--- config.mk ---
export PLATFORM = sky130hd
export DESIGN_NAME = serial_sub_ctrl
export DESIGN_NICKNAME = d
export VERILOG_FILES = /design/src/rtl/serial_sub_ctrl_pkg.sv /design/src/rtl/serial_sub_ctrl_fs_cell.sv /design/src/rtl/serial_sub_ctrl.sv
export SDC_FILE = /design/constraint.sdc
export NUM_CORES = 1
export LEC_CHECK = 0
export CORE_UTILIZATION = 52
export DETAILED_ROUTE_END_ITERATION = 12
export GPL_TIMING_DRIVEN = 0
export PLACE_DENSITY = 0.83
export SLEW_MARGIN = 20
export SYNTH_ARGS = -nofsm -noshare
export SYNTH_HDL_FRONTEND = slang
export SYNTH_HIERARCHICAL = 1
export SYNTH_SLANG_ARGS = --single-unit
--- constraint.sdc ---
create_clock -name clk -period 2.2 [get_ports clk]
set_clock_uncertainty 0.2 [all_clocks]
set_input_delay 0.33 -clock clk [delete_from_list [all_inputs] [get_ports clk]]
set_output_delay 0.33 -clock clk [all_outputs]
set_load 0.02 [all_outputs]
--- src/rtl/serial_sub_ctrl_pkg.sv ---
// ---------------------------------------------------------------------------
// serial_sub_ctrl_pkg
// Shared definitions for the bit-serial subtractor controller:
//   - state_t       : FSM state encodings (IDLE / RUN / DONE)
//   - DEFAULT_WIDTH : default operand width in bits
// ---------------------------------------------------------------------------
package serial_sub_ctrl_pkg;

    typedef enum logic [1:0] {
        IDLE = 2'b00,
        RUN  = 2'b01,
        DONE = 2'b10
    } state_t;

    localparam int DEFAULT_WIDTH = 8;

endpackage

--- src/rtl/serial_sub_ctrl_fs_cell.sv ---
// ---------------------------------------------------------------------------
// fs_cell
// Purely combinational 1-bit full subtractor computing x - y - bi.
// Ports:
//   x  : minuend bit
//   y  : subtrahend bit
//   bi : borrow in
//   d  : difference bit
//   bo : borrow out
// ---------------------------------------------------------------------------
module fs_cell (
    input  logic x,
    input  logic y,
    input  logic bi,
    output logic d,
    output logic bo
);

    // A borrow is produced when y exceeds x outright, or when the bits
    // match and a borrow is already pending from the lower position.
    assign d  = x ^ y ^ bi;
    assign bo = (~x & y) | (~(x ^ y) & bi);

endmodule

--- src/rtl/serial_sub_ctrl.sv ---
// ---------------------------------------------------------------------------
// serial_sub_ctrl
// Bit-serial subtractor: computes diff = a - b - bin (mod 2^WIDTH), one bit
// per clock, LSB first, through a single fs_cell.
// Optional feature macro: SERIAL_SUB_OVF_EN enables the signed-overflow flag.
// Ports:
//   clk   : clock, rising edge
//   rst_n : asynchronous active-low reset
//   start : request an operation (sampled only while ready)
//   a, b  : minuend / subtrahend, sampled with start
//   bin   : initial borrow-in, sampled with start
//   ready : high in IDLE
//   busy  : high in RUN and DONE
//   done  : one-cycle completion pulse
//   diff  : result, held until the next accepted start
//   bout  : final borrow-out
//   ovf   : signed overflow (0 unless SERIAL_SUB_OVF_EN)
// ---------------------------------------------------------------------------
module serial_sub_ctrl
    import serial_sub_ctrl_pkg::*;
#(
    parameter int WIDTH = DEFAULT_WIDTH
) (
    input  logic             clk,
    input  logic             rst_n,
    input  logic             start,
    input  logic [WIDTH-1:0] a,
    input  logic [WIDTH-1:0] b,
    input  logic             bin,
    output logic             ready,
    output logic             busy,
    output logic             done,
    output logic [WIDTH-1:0] diff,
    output logic             bout,
    output logic             ovf
);

    localparam int CW = (WIDTH > 1) ? $clog2(WIDTH) : 1;
    localparam logic [CW-1:0] LAST_BIT = CW'(WIDTH - 1);

    state_t           state_q,  state_d;
    logic [WIDTH-1:0] opA_q,    opA_d;
    logic [WIDTH-1:0] opB_q,    opB_d;
    logic [WIDTH-1:0] result_q, result_d;
    logic             borrow_q, borrow_d;
    logic [CW-1:0]    cnt_q,    cnt_d;
    logic             cellD;
    logic             cellBo;
    logic             lastBit;

    fs_cell uCell (
        .x  (opA_q[0]),
        .y  (opB_q[0]),
        .bi (borrow_q),
        .d  (cellD),
        .bo (cellBo)
    );

    assign lastBit = (state_q == RUN) && (cnt_q == LAST_BIT);

    // Next-state logic: IDLE loads operands on start, RUN consumes one bit
    // per edge, DONE lasts one cycle. The unused code 2'b11 falls back to IDLE.
    always_comb begin
        state_d  = state_q;
        opA_d    = opA_q;
        opB_d    = opB_q;
        result_d = result_q;
        borrow_d = borrow_q;
        cnt_d    = cnt_q;
        case (state_q)
            IDLE: begin
                if (start) begin
                    opA_d    = a;
                    opB_d    = b;
                    borrow_d = bin;
                    cnt_d    = '0;
                    state_d  = RUN;
                end
            end
            RUN: begin
                result_d = {cellD, result_q[WIDTH-1:1]};
                opA_d    = opA_q >> 1;
                opB_d    = opB_q >> 1;
                borrow_d = cellBo;
                // The counter parks on the last index so it never wraps.
                if (cnt_q == LAST_BIT) begin
                    state_d = DONE;
                end else begin
                    cnt_d = cnt_q + 1'b1;
                end
            end
            DONE: begin
                state_d = IDLE;
            end
            default: begin
                state_d = IDLE;
            end
        endcase
    end

    // State and datapath registers.
    always_ff @(posedge clk or negedge rst_n) begin
        if (!rst_n) begin
            state_q  <= IDLE;
            opA_q    <= '0;
            opB_q    <= '0;
            result_q <= '0;
            borrow_q <= 1'b0;
            cnt_q    <= '0;
        end else begin
            state_q  <= state_d;
            opA_q    <= opA_d;
            opB_q    <= opB_d;
            result_q <= result_d;
            borrow_q <= borrow_d;
            cnt_q    <= cnt_d;
        end
    end

`ifdef SERIAL_SUB_OVF_EN
    logic ovf_q, ovf_d;

    // Signed overflow is the borrow entering the MSB cell XOR the borrow
    // leaving it; the borrow register still holds the former on the last bit.
    always_comb begin
        ovf_d = ovf_q;
        if (lastBit) begin
            ovf_d = borrow_q ^ cellBo;
        end
    end

    // Overflow flag register, held alongside the result.
    always_ff @(posedge clk or negedge rst_n) begin
        if (!rst_n) begin
            ovf_q <= 1'b0;
        end else begin
            ovf_q <= ovf_d;
        end
    end

    assign ovf = ovf_q;
`else
    logic unusedLastBit;
    assign unusedLastBit = lastBit;
    assign ovf = 1'b0;
`endif

    assign ready = (state_q == IDLE);
    assign busy  = ~ready;
    assign done  = (state_q == DONE);
    assign diff  = result_q;
    assign bout  = borrow_q;

endmodule

==> results.txt <==
run status: completed
LEAKAGE: 0.7735 nW
non-filler instance count after layout: 182
vias in the first global route: 1070
post-synthesis net count: 136
Max Root-Sink Buffers: 2
total count of max-transition violations in the final report: 0
clock tree from TritonCTS: yes
routed length per instance: 16.17 um
CP endpoint kind: primary output
Num Clock Sinks: 30
number of antenna cells inserted: 0
Sw Ratio: 0.3699
peak supply drop: 1074 uV
clock-pin slew reported for the worst setup and hold paths after clock tree synthesis: 90 ps
DP HPWL: 2.168 mm
Detailed Routing Iterations Pass 1: 4
buffers added on ports: 30
met2 WL: 1.520 mm
setup slack of the critical path after layout: 98.18 ps
num rows: 18
drc violations: 0
die span in x: 54.19 um
global placer's final weighted congestion: 0.7447
later-pin clock latency in the skew report: 330 ps
worst reg2reg setup slack: 550 ps
Post-Synthesis Cells: 113
required time at the endpoint of the critical path: 1670 ps
area of the die: 0.002937 sq mm
Worst Setup SP: state_q[0]
layout net count: 174
data arrival time of the critical path: 1570 ps
cell at the root of the clock tree: clkbuf_4
Initial Utilization: 0.5615
internal power summed over all cells: 1.705 mW
sum of negative setup slack: 0 ps
final period demand of the worst path: 2102 ps
Hold Path Origin: start
Starting DRT DRC Count: 10
global-route total usage across every layer: 0.2408
largest net degree at the start of global routing: 31
top achievable clock speed: 475.8 MHz
Finish-stage setup viols: 0
number of maximum-capacitance violations: 0
Pwr per Cell Area: 1483 mW/mm^2
R2R Path Start: cnt_q[0]
Primary FF master, synth: dfrtp_1
Core ar.: 0.002522 sq mm
Worst Setup Start Kind: flip-flop
most instantiated library cell after synthesis: dfrtp_1
number of clock buffers inserted by TritonCTS: 5
part of the total power dissipated in sequential elements: 0.382
slew of the pin with the lowest slew margin: 664.0 ps
Synth top cells by count: dfrtp_1 (30), o22ai_1 (18), a2bb2oi_2 (9), mux2_2 (8)
cell type with the highest aggregate area in the netlist: dfrtp_1
post-route fraction of the period consumed by the critical path: 0.9554
Post-DRT Antenna Nets: 0
path type of the worst min-delay path: primary input to flip-flop
Met1 Routed Length: 1.190 mm
number of distinct library cells after synthesis: 28
H-tree depth reported by CTS: 2
drt total wl: 2.943 mm
number of antenna violations at the first check in global routing: 0
global-route wire length before repair: 4.726 mm
Die Y-Extent: 54.19 um
number of top-level design ports: 33
category of the critical setup timing path: flip-flop to primary output
post-synthesis sequential area ratio: 0.5300
Post-Place Worst Slack: 101.6 ps
worst max-slew margin expressed relative to the limit: 0.5573
Fin. Hold Viols: 0
power share of the combinational group: 0.494
top routing layer in use: met4
mean number of vias per cell: 5.835
FILL cells: 197
total global routing overflow: 0
synthesized area per cell: 12.53 sq um
area share of the largest cell type after synthesis: 0.5300
layout-stage area growth over the synthesis result: 28.89%
worst hold margin: 84.70 ps
register bit count reported by yosys: 30
Clock power frac: 0.124
most area-consuming cells after synthesis: dfrtp_1 (53%), a2bb2oi_2 (9.5%), o22ai_1 (8.0%)
total via count in the routed design: 1062
placed cell count: 173
proportion of layout cells with a drive suffix above 1: 0.2763
power after layout: 2.707 mW
Synth Cell Area: 0.001416 sq mm
EDFF count, synth: 0
length of routed met3 wiring: 164 um
switching power total: 1.001 mW
Yosys warning count: 6
ys async rst share: 1.000
largest fanout of any net on the critical path: 8
RSZ-0062 raised after global routing: false
## power groups by stage
stage               sequential [mW]  clock, mW  combinational (mW)
CTS                            1.03      0.343                1.34
finish                         1.03      0.337                1.34
global route                   1.06      0.375                1.45
detailed placement             1.04          0                1.34
floorplan                      1.09          0               0.838
global placement               1.01          0                1.27
## cells by family after synthesis
kind of cell,Yosys count,share of synthesized area
and+or+nand+nor,14,0.05742
muxes,8,0.06361
adders and majority gates,3,0.03180
other,1,0.002648
buffers and inverters,15,0.06272
AOI/OAI and AO/OA,42,0.2518
DFF,30,0.5300
## worst paths after layout
path                              end  depth (start not counted)
hold reg to reg              opA_q[7]                          1
max in group asynchronous  state_q[1]                          2
setup reg to reg             cnt_q[2]                          5
setup / recovery                 busy                          3
hold / removal               opB_q[7]                          3
min in group asynchronous    opA_q[5]                          2
## flip-flops by register name (all words and copies together), names as in the netlist
register / count
diff: 8
bout: 1
opB_q: 8
cnt_q: 3
state_q: 2
opA_q: 8
## metal layers
| layer | vias to the layer above | global-route usage |
|---|---|---|
| met5 | - | 0 |
| met4 | 0 | 0.1026 |
| li1 | 500 | - |
| met1 | 515 | 0.2617 |
| met2 | 38 | 0.4126 |
| met3 | 9 | 0.09322 |
## cells in the final DEF, fill, tap and decap left out, types with 2 or more instances in the layout
| cell | count |
|---|---|
| o2bb2ai_1 | 3 |
| o22ai_1 | 18 |
| mux2_2 | 8 |
| nand2b_1 | 3 |
| dfrtp_2 | 2 |
| buf_4 | 3 |
| dfrtp_1 | 28 |
| buf_6 | 3 |
| clkdlybuf4s50_1 | 27 |
| inv_2 | 2 |
| buf_2 | 2 |
| a22oi_1 | 3 |
| nor2_1 | 2 |
| clkbuf_4 | 5 |
| ha_1 | 2 |
| inv_1 | 6 |
| a21oi_1 | 6 |
| a2bb2oi_2 | 9 |
## through the flow
stage / area, sq um / util
final: 1826 / 0.7237
after global placement: 1754 / 0.6954
after global routing: 1826 / 0.7237
after floorplan: 1416 / -
after CTS: 1822 / 0.7222
after detailed placement: 1749 / 0.6935
## layout make-up
| type | instances | area (sq um) | area share |
|---|---|---|---|
| clock inverter | 1 | 5.005 | 0.002742 |
| multi-input combinational | 68 | 584.3 | 0.3201 |
| buffer | 7 | 61.31 | 0.03358 |
| sequential | 30 | 753.2 | 0.4126 |
| timing repair buffer | 31 | 299.0 | 0.1638 |
| tap | 30 | 37.54 | 0.02056 |
| clock buffer | 7 | 55.05 | 0.03016 |
| inverter | 8 | 30.03 | 0.01645 |
## timing repair
| item | 4_1_cts | 5_1_grt |
|---|---|---|
| endpoints found under the hold margin | 30 | 0 |
| buffers inserted | 0 | 0 |
| pin swaps | 0 | 0 |
| endpoints found under the setup margin | 3 | 2 |
| hold buffers | 1 | 0 |
| resized for setup | 4 | 5 |
## worst max-delay path, stage by stage (launching register included)
cell and delay (ps):
dfrtp_2 490, nor2_4 180, inv_1 50, clkdlybuf4s50_1 530
Power figures use the tool's default switching activity.
